File: config.mk
export PLATFORM = sky130hd
export DESIGN_NAME = cache_fill_fsm
export DESIGN_NICKNAME = d
export VERILOG_FILES = /design/src/rtl/cache_fill_fsm.sv
export SDC_FILE = /design/constraint.sdc
export NUM_CORES = 1
export LEC_CHECK = 0
export CORE_ASPECT_RATIO = 0.6
export CORE_MARGIN = 5
export CORE_UTILIZATION = 50
export DETAILED_ROUTE_END_ITERATION = 12
export HOLD_SLACK_MARGIN = 0.05
export PLACE_DENSITY = 0.83
export SYNTH_ARGS = -nofsm -noshare
export SYNTH_HDL_FRONTEND = slang
export SYNTH_SLANG_ARGS = --single-unit
File: constraint.sdc
create_clock -name clk -period 2.33 [get_ports clk]
set_clock_uncertainty 0.1 [all_clocks]
set_input_delay 0.233 -clock clk [delete_from_list [all_inputs] [get_ports clk]]
set_output_delay 0.233 -clock clk [all_outputs]
set_load 0.03 [all_outputs]
File: src/rtl/cache_fill_fsm.sv
// rtl/cache_fill_fsm.sv - cache block fill sequencer: 8 word reads issued back to back, responses written as they arrive
// Optional macro CACHE_FILL_CRITICAL_FIRST_EN: issue and write the missed word first, then wrap within the block.
module cache_fill_fsm (
   input  logic        clk,
   input  logic        rst,
   input  logic        miss_detected,
   input  logic [15:0] miss_address,
   input  logic        memory_data_valid,
   output logic        fsm_busy,
   output logic        mem_read_en,
   output logic [15:0] mem_addr,
   output logic        write_data_array,
   output logic [2:0]  data_word_sel,
   output logic        write_tag_array,
   output logic [15:0] fill_block_addr
);

   typedef enum logic {IDLE = 1'b0, FILL = 1'b1} state_t;

   state_t     state;
   logic [2:0] issue_idx;
   logic [3:0] issue_cnt;
   logic [2:0] resp_idx;
   logic [3:0] resp_cnt;
   logic [2:0] start_idx;
   logic       resp_fire;
   logic       last_resp;

`ifdef CACHE_FILL_CRITICAL_FIRST_EN
   assign start_idx = miss_address[3:1];
`else
   assign start_idx = 3'd0;
`endif

   // Responses are written in the cycle they arrive; the issue side never waits on them.
   assign resp_fire        = (state == FILL) && memory_data_valid;
   assign last_resp        = resp_fire && (resp_cnt == 4'd7);
   assign write_data_array = resp_fire;
   assign data_word_sel    = resp_fire ? resp_idx : 3'd0;
   assign write_tag_array  = last_resp;

   always_ff @(posedge clk) begin
      if (rst) begin
         state           <= IDLE;
         fsm_busy        <= 1'b0;
         mem_read_en     <= 1'b0;
         mem_addr        <= 16'h0000;
         fill_block_addr <= 16'h0000;
         issue_idx       <= 3'd0;
         issue_cnt       <= 4'd0;
         resp_idx        <= 3'd0;
         resp_cnt        <= 4'd0;
      end else if (state == IDLE) begin
         if (miss_detected) begin
            state           <= FILL;
            fsm_busy        <= 1'b1;
            fill_block_addr <= miss_address & 16'hFFF0;
            mem_read_en     <= 1'b1;
            mem_addr        <= {miss_address[15:4], start_idx, 1'b0};
            issue_idx       <= start_idx + 3'd1;
            issue_cnt       <= 4'd1;
            resp_idx        <= start_idx;
            resp_cnt        <= 4'd0;
         end
      end else begin
         if (issue_cnt < 4'd8) begin
            mem_read_en <= 1'b1;
            mem_addr    <= {fill_block_addr[15:4], issue_idx, 1'b0};
            issue_idx   <= issue_idx + 3'd1;
            issue_cnt   <= issue_cnt + 4'd1;
         end else begin
            mem_read_en <= 1'b0;
         end
         if (resp_fire) begin
            resp_idx <= resp_idx + 3'd1;
            resp_cnt <= resp_cnt + 4'd1;
         end
         if (last_resp) begin
            state       <= IDLE;
            fsm_busy    <= 1'b0;
            mem_read_en <= 1'b0;
         end
      end
   end

endmodule

---- Word-level counts from Yosys, hierarchy flattened ----
Index checks and enable logic that the tools add are counted.
Widths: inputs -> output; s select.
word-level totals
  logic and storage cells ................. 51
  register bits ........................... 45
  output and inout port bits .............. 39
  bits of input ports ..................... 20
cells by class
  muxes and demuxes ....................... 25
  magnitude comparators ................... 1
  bitwise operators ....................... 1
  add/sub/neg operators ................... 4
  reduce and logical (&&, ||, !) cells .... 7
  eq/ne operators ......................... 4
operators with widths
  kind                 count
  $mux 16              3
  $mux 4               6
  $mux 3               7
  $mux 1               9
  $add 4x1->4 const B  2
  $reduce_and 2->1     4
  $add 3x1->3 const B  2
  $eq 4x3->1 const B   1
  $lt 4x4->1 const B   1
  $ne 2x1->1 const B   2
  $logic_and 1x1->1    2
  $ne 2x2->1 const B   1
  $reduce_bool 2->1    1
  $not 1->1            1

---- Depth between registers and ports, before layout ----
  depth after elaboration ................. 4
  depth in mapped cells ................... 6
  gate-level depth less buffers ........... 4

---- Least setup slack after synthesis ----
Ideal clock, no wire load.
  path kind ............................... register -> register
  from .................................... register resp_cnt[0]
  to ...................................... register mem_read_en
  data arrival time ....................... 1.513 ns
  stages on the path, launching flop included .. 5
  buffers on the path ..................... 0
  data required time ...................... 2.069 ns
  library setup time ...................... 0.161 ns
  path slack .............................. 0.556 ns
  cells stage by stage .................... dfxtp_1 -> ha_1 -> nand2_1 -> nor3_1 -> o31ai_1
between the ends
  cells in the longest elaborated chain, start to end .. 4
ends and longest elaborated chain
  what                      line  RTL
  start: declaration        24    logic [3:0] resp_cnt;
  start signal: assignment  76    resp_cnt <= resp_cnt + 4'd1;
  $eq 4x3->1                37    assign last_resp = resp_fire && (resp_cnt == 4'd7);
  $logic_and 1x1->1         37
  via write_tag_array       14    output logic write_tag_array,
  $mux 1                    78    if (last_resp) begin
  $mux 1                    53    end else if (state == IDLE) begin
  end signal: assignment    46    mem_read_en <= 1'b0;
  end signal: assignment    58    mem_read_en <= 1'b1;
  end signal: assignment    81    mem_read_en <= 1'b0;
  end: declaration          10    output logic mem_read_en,
The timed path passes the listed nets, and every way through them passes these cells.
A chain may end at the register's enable or synchronous reset.

---- Worst setup path in the final report ----
  from .................................... register state
  to ...................................... register mem_addr[9]
between the ends
  cells in the longest elaborated chain, start to end .. 2
ends and longest elaborated chain
  what                                                                     line  RTL
  start: declaration                                                       20    state_t state;
  start signal: assignment                                                 44    state <= IDLE;
  start signal: assignment                                                 55    state <= FILL;
  start signal: assignment                                                 79    state <= IDLE;
  $ne 2x1->1 (no source line) / $reduce_bool 2->1 (equally long branches)  --
  $reduce_and 2->1 (no source line)                                        --
  end signal: assignment                                                   59    mem_addr <= {miss_address[15:4], start_idx, 1'b0};
  end signal: assignment                                                   68    mem_addr <= {fill_block_addr[15:4], issue_idx, 1'b0};
  end: declaration                                                         11    output logic [15:0] mem_addr,
Several ways; a longest one is shown, not always the timed one.

==> flow_metrics.tcl <==
set metrics [dict create \
    worstPathArrival_ps 2120 \
    period_needed_ps 2020 \
    synth_top_cell_by_area "dfxtp_1" \
    cts_made_buffers 5 \
    multi_input_comb_area_um2 947 \
    cp_slowest_cell "dfxtp_1" \
    final.setup.tns_ps 0 \
    start_util_pct 53.0 \
    antenna_found_initial 0 \
    post_cts.repair.setup_buffers 0 \
    critPathKind "reg2reg" \
    design.die.area_um2 5370 \
    antenna_cells_inserted 0 \
    share_of_flip_flops_with_an_asynchronous_set_or_reset_pct 0 \
    synth_seq_cells 44 \
    hold_wc_path_type "in2reg" \
    hold_violations 0 \
    worstSkewPairLatency_ps 290 \
    status "complete, no violations" \
    die_h_um 58.8 \
    setup_violations_final 0 \
    grtUsageTotal_pct 18.2 \
    antenna_left 0 \
    synth_top_cell_area_share_pct 44.4 \
    finish.instance_area_um2 2530 \
    pin_count_of_the_biggest_net_entering_global_routing 21 \
    syn2layout_area_growth_pct 27.7 \
    max_cap_viol_count 0 \
    crit_path_start "state" \
    source_of_the_worst_hold_timing_path "rst" \
    worst_ir_drop_vdd_v 0.000411 \
    r2r-start "state" \
    routed_via_density 5.43 \
    dpl_cell_area_um2 2440 \
    worst_hold_slack_ps 241 \
    path_cells "buf_4, and2b_1, buf_4, nor3_1, a211oi_1" \
    netlist_instances 216 \
    port-buffer-count 49 \
    tritoncts "built" \
    rows 17 \
    yosysSeqAreaShare_pct 44.4 \
    die_width_um 91.4 \
    drive_above_1_share_pct 15.5 \
    post-route-worst-setup-slack_ps 306 \
    io-pin-count 59 \
    grt_pass1_wl_um 7870 \
    cts.sinks 44 \
    grt-ovfl-total 0 \
    synth.yosys.warnings 0 \
    grt_setup_unrepaired "false" \
    clock_tree_buf_depth 2 \
    cts.reportedPaths.clkPinSlew_ps 80 \
    ys_types 33 \
    power.density_cell_area_nw_per_um2 668 \
    firstDrtPassIters 4 \
    synth_edf_count 0 \
    placeableCoreArea_um2 3740 \
    most_numerous_cell_types_in_the_synthesized_netlist "44 x dfxtp_1, 33 x nand2_1, 25 x a21oi_1" \
    vias 1688 \
    worst-endpoint-required_ps 2420 \
    drc 0 \
    fillers 338 \
    cts_root_buf "clkbuf_8" \
    post_synth_main_area_contributors "dfxtp_1 44%, a211oi_2 6.3%, a21oi_1 6.3%" \
    cp_max_fo 20 \
    post-synth-top-count-cell "dfxtp_1" \
    initialDrtViolationCount 55 \
    post-place-ws_ps 317 \
    syn_area_um2 1990 \
    cts.repair.resized 0 \
    postRouteWirelength_um 4730 \
    setup.reg_to_reg.worst_slack_ps 310 \
    postSynth.topFlopCell "dfxtp_1" \
    final.period_utilization_pct 86.9 \
    relative_slew_margins_pct 60.9 \
    path_common_cell "buf_4" \
    sequential_cell_area_um2 881 \
    worst-slew-pin-transition_ps 585 \
    cts_htree_levels 2 \
    fin_util_pct 67.7 \
    static-leakage-power_nw 0.965 \
    gp_congestion 0.747 \
    dp.final_hpwl_um 3440 \
    num-nets-final 287 \
    synthesis.area_per_instance_um2 9.19 \
    crit_path_start_kind "flop" \
    slowest_delay_ps 700 \
    crit_path_end_kind "flop" \
    grt_pass1_vias 1653 \
    cts.hold.buffers_added 0 \
    route.detailed.wl_per_inst_um 15.2 \
    max_clock_freq_mhz 494 \
    slew_violations 0 \
]
==> logic make-up after synthesis <==
group	Yosys count	synth area share (%)
and+or+nand+nor	78	19.4
buffers and inverters	26	8.70
muxes	14	7.37
DFF	44	44.4
other	1	0.189
AOI/OAI and AO/OA	49	17.5
adders and majority gates	4	2.52
==> metrics by stage <==
step | power (mW) | cells
6_report | 1.69 | 311
5_1_grt | 1.77 | 311
4_1_cts | 1.71 | 311
3_5_place_dp | 1.22 | 303
3_3_place_gp | 1.21 | 303
2_1_floorplan | 1.10 | 220
==> state kept, by name, indices dropped and copies added (netlist names) <==
name and count:
fsm_busy 1, state 1, mem_addr 15, mem_read_en 1, issue_cnt 4, resp_idx 3, resp_cnt 4, fill_block_addr 12
issue_idx 3
==> worst paths after layout <==
kind | to | depth (start not counted)
min reg2reg | fill_block_addr[11] | 2
max reg2reg | mem_addr[9] | 5
min | fill_block_addr[9] | 2
max | mem_addr[9] | 5
==> cells in the final DEF, fill, tap and decap left out, types with 3 or more instances in the layout <==
cell type        Yosys  routed
a21oi_1             25      25
dfxtp_1             44      44
nor3_1              14      14
nand2_1             33      33
clkbuf_8             0       6
buf_4                8      14
nand3_1             11      11
clkdlybuf4s50_1      0      43
and3_1               3       3
ha_1                 4       4
inv_1                3       3
a211oi_1             4       4
o21ai_0              3       3
mux2i_1             12      12
conb_1               1       5
nand2b_1             5       5
a211oi_2            10      10
==> per-layer routing <==
metal / track usage [%] / up-vias / share of wire [%]
li1: - / 839 / -
met1: 23.2 / 796 / 47
met2: 28.9 / 49 / 44
met3: 6.51 / 4 / 7.4
met4: 6.28 / 0 / 0.84
met5: 0 / - / 0
==> report_power, final <==
| part | internal, mW | switching, mW |
|---|---|---|
| Combinational | 0.152 | 0.216 |
| Sequential | 0.798 | 0.0370 |
| Clock | 0.237 | 0.253 |
==> area by class of cell <==
cell class,count,area share [%]
clock buffers,6,3.26
clock inverters,2,0.395
flip-flops and latches,44,34.7
inverters,4,0.592
well taps,47,2.32
repair buffers,58,21.3
multi-input cells,150,37.4
==> critical path: cells and delay by family, from the launching register on <==
| family | cells | cell delay (ps) |
|---|---|---|
| DFF | 1 | 700 |
| buffers and inverters | 2 | 620 |
| and+or+nand+nor | 2 | 240 |
| AOI/OAI and AO/OA | 1 | 270 |
No activity file was read; power rests on OpenSTA's default activity.
